<file path="src/rtl/div_sequencer_pkg.sv">
// Shared state encodings and handshake constants for the multi-cycle divider.
// Imported by the divider top and its test environment.
package div_sequencer_pkg;

  typedef enum logic [1:0] {
    DivFree   = 2'b00,
    DivByZero = 2'b01,
    DivOn     = 2'b10,
    DivEnd    = 2'b11
  } div_state_t;

  localparam logic DivStart          = 1'b1;
  localparam logic DivStop           = 1'b0;
  localparam logic DivResultReady    = 1'b1;
  localparam logic DivResultNotReady = 1'b0;

  // Width of an iteration counter that wraps after w steps.
  function automatic int cnt_width(input int w);
    return (w > 1) ? $clog2(w) : 1;
  endfunction

endpackage

</file>
<file path="src/rtl/div_sequencer_if.sv">
// EX-stage <-> divider handshake bundle: the EX stage is the master, the divider the slave.
interface div_sequencer_if #(
  parameter int DATA_W = 32
);

  logic                  start_i;
  logic                  annul_i;
  logic                  signed_div_i;
  logic [DATA_W-1:0]     opdata1_i;
  logic [DATA_W-1:0]     opdata2_i;
  logic [2*DATA_W-1:0]   result_o;
  logic                  ready_o;
  logic                  stall_req_ex_o;

  modport master (
    output start_i,
    output annul_i,
    output signed_div_i,
    output opdata1_i,
    output opdata2_i,
    input  result_o,
    input  ready_o,
    input  stall_req_ex_o
  );

  modport slave (
    input  start_i,
    input  annul_i,
    input  signed_div_i,
    input  opdata1_i,
    input  opdata2_i,
    output result_o,
    output ready_o,
    output stall_req_ex_o
  );

endinterface

</file>
<file path="src/rtl/div_sequencer_step.sv">
// One restoring-division iteration: shift in the next dividend bit, trial-subtract
// the divisor, keep the difference only when it did not go negative.
module div_step #(
  parameter int DATA_W = 32
) (
  input  logic [DATA_W-1:0] rem_in,
  input  logic [DATA_W-1:0] quot_in,
  input  logic [DATA_W-1:0] divisor,
  output logic [DATA_W-1:0] rem_out,
  output logic [DATA_W-1:0] quot_out
);

  logic [DATA_W:0] shifted;
  logic [DATA_W:0] diff;
  logic            fits;

  // The partial remainder is always below the divisor, so one extra bit is
  // enough for the subtract's sign to tell whether the divisor fitted.
  always_comb begin
    shifted  = {rem_in, quot_in[DATA_W-1]};
    diff     = shifted - {1'b0, divisor};
    fits     = ~diff[DATA_W];
    rem_out  = fits ? diff[DATA_W-1:0] : shifted[DATA_W-1:0];
    quot_out = {quot_in[DATA_W-2:0], fits};
  end

endmodule

</file>
<file path="src/rtl/div_sequencer.sv">
// Multi-cycle DIV/DIVU sequencer for the EX stage: sign handling, iteration
// control and result hand-off around a single combinational div_step.
module div_sequencer
  import div_sequencer_pkg::*;
#(
  parameter int DATA_W = 32
) (
  input  logic          clk,
  input  logic          rst,
  div_sequencer_if.slave bus
);

  localparam int                CNT_W     = cnt_width(DATA_W);
  localparam logic [CNT_W-1:0]  LAST_STEP = CNT_W'(DATA_W - 1);

  div_state_t          state;
  div_state_t          next_state;
  logic [CNT_W-1:0]    counter;
  logic [DATA_W-1:0]   rem_q;
  logic [DATA_W-1:0]   quot_q;
  logic [DATA_W-1:0]   divisor_q;
  logic                neg_quot_q;
  logic                neg_rem_q;
  logic [2*DATA_W-1:0] result_q;

  logic                start_ok;
  logic                divisor_zero;
  logic                op1_neg;
  logic                op2_neg;
  logic [DATA_W-1:0]   op1_abs;
  logic [DATA_W-1:0]   op2_abs;
  logic [DATA_W-1:0]   rem_nx;
  logic [DATA_W-1:0]   quot_nx;
  logic [DATA_W-1:0]   rem_fix;
  logic [DATA_W-1:0]   quot_fix;
  logic                ready;
  logic                stall;

  div_step #(.DATA_W(DATA_W)) u_step (
    .rem_in   (rem_q),
    .quot_in  (quot_q),
    .divisor  (divisor_q),
    .rem_out  (rem_nx),
    .quot_out (quot_nx)
  );

  // Signed operands are divided as magnitudes; the signs only steer the final fix-up.
  always_comb begin
    start_ok     = bus.start_i & ~bus.annul_i;
    divisor_zero = (bus.opdata2_i == '0);
    op1_neg      = bus.signed_div_i & bus.opdata1_i[DATA_W-1];
    op2_neg      = bus.signed_div_i & bus.opdata2_i[DATA_W-1];
    op1_abs      = op1_neg ? (~bus.opdata1_i + 1'b1) : bus.opdata1_i;
    op2_abs      = op2_neg ? (~bus.opdata2_i + 1'b1) : bus.opdata2_i;
    quot_fix     = neg_quot_q ? (~quot_nx + 1'b1) : quot_nx;
    rem_fix      = neg_rem_q  ? (~rem_nx + 1'b1)  : rem_nx;
  end

  always_ff @(posedge clk or negedge rst) begin
    if (!rst) state <= DivFree;
    else      state <= next_state;
  end

  always_comb begin
    next_state = state;
    unique case (state)
      DivFree: begin
        if (start_ok) next_state = divisor_zero ? DivByZero : DivOn;
      end
      DivByZero: begin
        next_state = bus.annul_i ? DivFree : DivEnd;
      end
      DivOn: begin
        if (bus.annul_i)               next_state = DivFree;
        else if (counter == LAST_STEP) next_state = DivEnd;
      end
      DivEnd: begin
        if (bus.annul_i || bus.start_i == DivStop) next_state = DivFree;
      end
      default: next_state = DivFree;
    endcase
  end

  // Reset gates the stall request so a held start_i cannot freeze the pipe during reset.
  always_comb begin
    ready = (state == DivEnd) ? DivResultReady : DivResultNotReady;
    stall = rst & bus.start_i & ~bus.annul_i & ~ready;
  end

  // An annulled op leaves result_q untouched; only a normal hand-off clears it.
  always_ff @(posedge clk or negedge rst) begin
    if (!rst) begin
      counter    <= '0;
      rem_q      <= '0;
      quot_q     <= '0;
      divisor_q  <= '0;
      neg_quot_q <= 1'b0;
      neg_rem_q  <= 1'b0;
      result_q   <= '0;
    end else begin
      unique case (state)
        DivFree: begin
          if (start_ok && !divisor_zero) begin
            rem_q      <= '0;
            quot_q     <= op1_abs;
            divisor_q  <= op2_abs;
            neg_quot_q <= op1_neg ^ op2_neg;
            neg_rem_q  <= op1_neg;
            counter    <= '0;
          end
        end
        DivByZero: begin
          if (!bus.annul_i) result_q <= '0;
        end
        DivOn: begin
          if (!bus.annul_i) begin
            rem_q   <= rem_nx;
            quot_q  <= quot_nx;
            counter <= counter + 1'b1;
            if (counter == LAST_STEP) result_q <= {rem_fix, quot_fix};
          end
        end
        DivEnd: begin
          if (!bus.annul_i && bus.start_i == DivStop) result_q <= '0;
        end
        default: ;
      endcase
    end
  end

  assign bus.result_o       = result_q;
  assign bus.ready_o        = ready;
  assign bus.stall_req_ex_o = stall;

endmodule
</file>
<file path="src/flat_wrapper.sv">
// flat-port wrapper written by rule: the top's interface ports become plain ports
module div_sequencer_flat import div_sequencer_pkg::*;
#(
  parameter int DATA_W = 32
)
  (clk, rst, bus_start_i, bus_annul_i, bus_signed_div_i, bus_opdata1_i, bus_opdata2_i, bus_result_o, bus_ready_o, bus_stall_req_ex_o);
  div_sequencer_if #(.DATA_W(DATA_W)) bus_i ();
  input  logic clk;
  input  logic rst;
  input wire logic [$bits(bus_i.start_i)-1:0] bus_start_i;
  input wire logic [$bits(bus_i.annul_i)-1:0] bus_annul_i;
  input wire logic [$bits(bus_i.signed_div_i)-1:0] bus_signed_div_i;
  input wire logic [$bits(bus_i.opdata1_i)-1:0] bus_opdata1_i;
  input wire logic [$bits(bus_i.opdata2_i)-1:0] bus_opdata2_i;
  output wire logic [$bits(bus_i.result_o)-1:0] bus_result_o;
  output wire logic [$bits(bus_i.ready_o)-1:0] bus_ready_o;
  output wire logic [$bits(bus_i.stall_req_ex_o)-1:0] bus_stall_req_ex_o;
  assign bus_i.start_i = bus_start_i;
  assign bus_i.annul_i = bus_annul_i;
  assign bus_i.signed_div_i = bus_signed_div_i;
  assign bus_i.opdata1_i = bus_opdata1_i;
  assign bus_i.opdata2_i = bus_opdata2_i;
  assign bus_result_o = bus_i.result_o;
  assign bus_ready_o = bus_i.ready_o;
  assign bus_stall_req_ex_o = bus_i.stall_req_ex_o;
  div_sequencer #(.DATA_W(DATA_W)) u_core (.clk(clk), .rst(rst), .bus(bus_i));
endmodule
</file>
<file path="config.mk">
export PLATFORM = sky130hd
export DESIGN_NAME = div_sequencer_flat
export DESIGN_NICKNAME = d
export VERILOG_FILES = /design/src/rtl/div_sequencer_pkg.sv /design/src/rtl/div_sequencer_if.sv /design/src/rtl/div_sequencer_step.sv /design/src/rtl/div_sequencer.sv /design/src/flat_wrapper.sv
export SDC_FILE = /design/constraint.sdc
export NUM_CORES = 1
export LEC_CHECK = 0
export ABC_AREA = 1
export BUFFER_PORTS_ARGS = -buffer_cell sky130_fd_sc_hd__clkbuf_2
export CAP_MARGIN = 10
export CORE_MARGIN = 4
export CORE_UTILIZATION = 45
export CTS_CLUSTER_DIAMETER = 60
export CTS_CLUSTER_SIZE = 14
export DETAILED_ROUTE_END_ITERATION = 8
export GPL_ROUTABILITY_DRIVEN = 0
export GPL_TIMING_DRIVEN = 0
export PLACE_DENSITY = 0.66
export SLEW_MARGIN = 20
export SYNTH_ARGS = -nofsm -noshare
export SYNTH_HDL_FRONTEND = slang
export SYNTH_SLANG_ARGS = --single-unit
</file>
<file path="constraint.sdc">
create_clock -name clk -period 4.6 [get_ports clk]
set_input_delay 0.92 -clock clk [delete_from_list [all_inputs] [get_ports clk]]
set_output_delay 0.92 -clock clk [all_outputs]
set_load 0.1 [all_outputs]
</file>
## After elaboration in Yosys (flattened, before gate mapping)

Cells that the tools add are included.

- Logic and storage cells: 81
- Memory bits (read-only): 0
- Latch bits: 0
- RAM bits: 0
- Register bits after elaboration: 169
- Output and inout port bits: 66
- Memories: 0

- Add/sub/neg operators: 6
- Equality and inequality tests: 12
- Shift-type cells: 0
- Magnitude comparators: 0
- Bitwise operators: 15
- Reductions and logical operators: 13
- Div/mod/pow operators: 0
- Mux-type cells: 27
- $mul: 0

Operators by type and width:

| operator | count |
|---|---|
| two-way mux 32 bit | 9 |
| two-way mux 64 bit | 4 |
| one-hot mux 64 bit (3 select lines) | 1 |
| adder 32 x 1 -> 32 bit, second input constant | 4 |
| inverter 32 bit | 4 |
| one-hot mux 32 bit (2 select lines) | 2 |
| subtractor 33 x 32 -> 33 bit | 1 |
| zero test 32 bit | 1 |
| two-way mux 2 bit | 6 |
| two-way mux 5 bit | 2 |
| one-hot mux 5 bit (2 select lines) | 1 |
| inequality test 2 x 1 -> 1 bit, second input constant | 4 |
| one-hot mux 2 bit (4 select lines) | 1 |
| bitwise AND 1 bit | 6 |
| inequality test 2 bit, second input constant | 3 |
| AND reduction 3 bit | 2 |
| adder 5 x 1 -> 5 bit, second input constant | 1 |
| == test 5 bit, second input constant | 1 |
| AND reduction 5 bit | 1 |
| == test 2 bit, second input constant | 2 |
| inverter 1 bit | 4 |
| inequality test 3 x 2 -> 1 bit, second input constant | 1 |
| nonzero test 3 bit | 1 |
| == test 2 x 1 -> 1 bit, second input constant | 1 |
| 8 further kinds | 10 |

## Depth between registers and ports, before layout

- Depth after elaboration: 8
- Gate-level depth with buffers: 29
- Gate-level depth less buffers: 28

## Cells and area by module

Synthesis repeated with hierarchy kept, for this count alone.

- Cell total of the unflattened synthesis: 2,277
- Area total of the unflattened synthesis: 13,887.1 um2

By module, submodules not included:

| module | area each (um2) | cells an instance | instances |
|---|---|---|---|
| div_sequencer | 10,496.3 | 1,565 | 1 |
| div_step | 3,390.8 | 712 | 1 |

## Least setup slack after synthesis

Ideal clock, no wire load.

- Path type: reg-to-reg
- Start point: reg u_core.quot_q[31]
- End point: reg u_core.result_q[28], in the netlist u_core.bus.result_o[28]
- Required time: 4.477 ns
- Slack: 0.731 ns
- Period minus slack after synthesis: 3.869 ns
- Setup time: 0.123 ns
- Buffers on the path: 1
- Cell stages (with the launch flop): 29
- Data arrival time: 3.746 ns
- Cells stage by stage: dfrtp_1 inv_1 ha_1 inv_1 fa_1 nand2_1 nand2_1 nand3_1 nand2_2 nand2_2 nand2_2 nand2_4 nand3_4 nand2_4 buf_4 ha_1 nand3_1 nor3_1 nand4_1 nor2_1 nand3_1 nand2_1 nand2_1 a21oi_1 o21ai_0 a21oi_1 a21oi_1 o21ai_0 nand2_1

- Cells in the longest elaborated chain, start to end: 8

RTL lines:

| item | line | text |
|---|---|---|
| start: declaration | div_sequencer.sv:20 | `logic [DATA_W-1:0] quot_q;` |
| start signal: assignment | div_sequencer.sv:105 | `quot_q <= op1_abs;` |
| start signal: assignment | div_sequencer.sv:118 | `quot_q <= quot_nx;` |
| subtractor 33 x 32 -> 33 bit | div_sequencer_step.sv:21 | `diff = shifted - {1'b0, divisor};` |
| inverter 1 bit | div_sequencer_step.sv:22 | `fits = ~diff[DATA_W];` |
| inverter 32 bit | div_sequencer.sv:55 | `quot_fix = neg_quot_q ? (~quot_nx + 1'b1) : quot_nx;` |
| adder 32 x 1 -> 32 bit | div_sequencer.sv:55 |  |
| two-way mux 32 bit | div_sequencer.sv:55 |  |
| two-way mux 64 bit | div_sequencer.sv:120 | `if (counter == LAST_STEP) result_q <= {rem_fix, quot_fix};` |
| two-way mux 64 bit | div_sequencer.sv:116 | `if (!bus.annul_i) begin` |
| one-hot mux 64 bit (3 select lines) | div_sequencer.sv:101 | `unique case (state)` |
| end signal: assignment | div_sequencer.sv:120 |  |
| end: declaration | div_sequencer.sv:24 | `logic [2*DATA_W-1:0] result_q;` |

Every way passes these cells. The select of a mux whose other input is x is not followed.
A chain may end at the register's enable or synchronous reset.

## Final worst setup path

- Start point: reg u_core.rem_q[22]
- End point: reg u_core.result_q[28], in the netlist u_core.bus.result_o[28]

- Cells in the longest elaborated chain, start to end: 8

RTL lines:

| item | line | text |
|---|---|---|
| start: declaration | div_sequencer.sv:19 | `logic [DATA_W-1:0] rem_q;` |
| start signal: assignment | div_sequencer.sv:117 | `rem_q <= rem_nx;` |
| subtractor 33 x 32 -> 33 bit | div_sequencer_step.sv:21 |  |
| inverter 1 bit | div_sequencer_step.sv:22 |  |
| inverter 32 bit | div_sequencer.sv:55 |  |
| adder 32 x 1 -> 32 bit | div_sequencer.sv:55 |  |
| two-way mux 32 bit | div_sequencer.sv:55 |  |
| two-way mux 64 bit | div_sequencer.sv:120 |  |
| two-way mux 64 bit | div_sequencer.sv:116 |  |
| one-hot mux 64 bit (3 select lines) | div_sequencer.sv:101 |  |

Every way passes these cells. The select of a mux whose other input is x is not followed.

==> reports/metrics.yaml <==
grt_pass1_wl_um: 68050
final_util: 0.5214
grt_start_max_net_pins: 91
yosys-top-cells-area: "dfrtp_1 32%, nand2_1 19%, inv_1 7.6%"
async_flop_share: 1.000
coreArea_sq_mm: 0.02870
dieArea_sq_mm: 0.03192
vias: 13680
die_h_um: 178.7
layout_common_cells: "666 x nand2_1, 267 x inv_1, 169 x dfrtp_1, 144 x nor2_1, 133 x clkbuf_2"
cts_buffers: 17
hold_viol_final: 0
worstMarginPinSlew_ps: 1029
timing.setup.tns_ps: 0
synth_edf_count: 0
clk_latency_ps: 440
regArea_sq_mm: 0.004229
wl_per_cell_um: 17.01
vias_per_cell: 5.394
yosysSeqAreaShare: 0.3227
min_period_ps: 4234
grt.overflow.total: 0
slew_viol_final: 0
crit_type: "reg2reg"
synth_cells: 1981
cts_tree: "done"
grt_antenna_before_repair: 0
final_common_cell: "nand2_1"
start_util: 0.4566
max_slew_margin: 0.3068
hold_path_class: "in2async"
synthDominantCellAreaShare: 0.3227
slowest_stage: "dfrtp_1"
synth-seq-cells: 169
final-setup-viol-count: 0
clock-sinks: 169
drc_errors: 0
startpoint_type: "register"
syn2layout_area_growth_pct: 14.20
path_buf_inv: 0
num-fill-cells: 2934
arrival_ps: 4550
critPathMaxFanout: 10
clk_pin_slew_worst_paths_ps: 70
finalNetCount: 2255
cts.path.max_buffers: 2
synth.avg_cell_area_sq_um: 6.616
postCtsHoldBufs: 0
dpl.hpwl_um: 34310
cp-end-kind: "register"
holdWs_ps: 307.9
cts-root-buf: "clkbuf_16"
outcome: "finished clean"
ys.warnings.count: 0
fin_skew_ps: 13.31
synthFlopType: "dfrtp_1"
die-width_um: 178.7
slowest_delay_ps: 460
cp_top_family: "simple AND/OR/NAND/NOR gates"
drt_iter0_drc: 1201
rows: 62
io_buffer_count: 134
syn_nets: 2094
rsz0062_at_grt: "false"
diodes: 0
crit_required_ps: 4910
syn_area_sq_mm: 0.01311
max_freq_mhz: 236.2
ant_nets: 0
maxCapViolations: 0
synthDistinctLibCells: 54
grt_pass1_vias: 13010
drive_gt1_frac: 0.1240
grt_util_all_layers: 0.2721
place_area_sq_mm: 0.01432
ios: 135
finish.instance_area_sq_mm: 0.01497
routed_wirelength_um: 43170
r2r_slack_ps: 370
synth_top_area_cell: "dfrtp_1"
htree_levels: 4
path_cells: "ha_1, nand2_2, nor2_1, nand2_1, nor2_2, nand2_4, nand2_4, nand2_4, nand2_8, ha_1, nand3_1, nor3_2, nand4_1, nor2_2, nand3_1, nand2_2, nand2_1, a21oi_2, o21ai_1, a21oi_1, a21oi_1, o21ai_0, nand2_1"
finalCritPeriodShare: 0.9204
multi_input_area_sq_mm: 0.007575
first_pass_iters: 7
==> final timing paths <==
check / from / end / cells past startpoint
setup / recovery: u_core.rem_q[22] / u_core.bus.result_o[28] / 23
hold / removal: rst / u_core.rem_q[30] / 1
setup reg to reg: u_core.rem_q[22] / u_core.bus.result_o[28] / 23
hold reg to reg: u_core.divisor_q[12] / u_core.divisor_q[12] / 2
max in group asynchronous: rst / u_core.rem_q[10] / 2
min in group clk: u_core.divisor_q[12] / u_core.divisor_q[12] / 2
==> through the flow <==
stage,setup slack (ps),cells
after floorplan,730.6,1981
after global placement,-1362,2499
after detailed placement,-418.2,2501
after CTS,82.34,2531
after global routing,18.19,2537
final,366.3,2537
==> metal layers <==
metal / vias up / track usage / part of all wire
met1: 6404 / 0.3661 / 0.44
met4: 0 / 0.09594 / 0.036
li1: 6690 / - / -
met2: 502 / 0.4461 / 0.47
met3: 88 / 0.04323 / 0.061
met5: - / 0 / 0
==> flip-flops by register name, indices dropped and copies added, names as in the netlist <==
name	count
u_core.bus.result_o	64
u_core.counter	5
u_core.divisor_q	32
u_core.neg_quot_q	1
u_core.neg_rem_q	1
u_core.quot_q	32
u_core.rem_q	32
u_core.state	2
==> repair_timing <==
| action | in CTS | in global routing |
|---|---|---|
| resized for setup | 4 | 3 |
| endpoints found under the setup margin | 3 | 4 |
| setup buffers | 1 | 6 |
| pin swaps | 1 | 4 |
==> Yosys cell counts (10+ instances only) <==
master and number:
a21oi_1 49, buf_2 13, clkbuf_1 31, dfrtp_1 169, ha_1 43, inv_1 267, nand2_1 667, nand2_2 24
nand3_1 125, nand4_1 34, nor2_1 145, nor2_2 10, nor3_1 27, o21ai_0 115, o21ai_1 22, o221ai_1 27
o22ai_1 26, xnor2_1 29, xor2_1 56
==> kinds of logic (layout without fill, tap and decap cells) <==
logic type      Yosys count  in the layout  share of synthesized area
flops                   169            169                     0.3227
xor+xnor                 85             85                    0.05680
fa+ha+maj                44             44                    0.04258
buf+inv                 333            505                     0.1013
mux                       1              1                  0.0007638
compound gates          275            275                     0.1249
simple gates           1074           1074                     0.3510
==> area by class of cell <==
class / instances / area share
Multi-Input combinational cell: 1479 / 0.5061
Tap cell: 384 / 0.03210
Sequential cell: 169 / 0.2826
Timing Repair Buffer: 143 / 0.05258
Clock inverter: 10 / 0.007942
Buffer: 55 / 0.01873
Clock buffer: 20 / 0.03051
Inverter: 277 / 0.06947
Power is left out: the tool's default activity adds up to more than one toggle a clock period on the data nets, which glitch-free logic cannot reach.
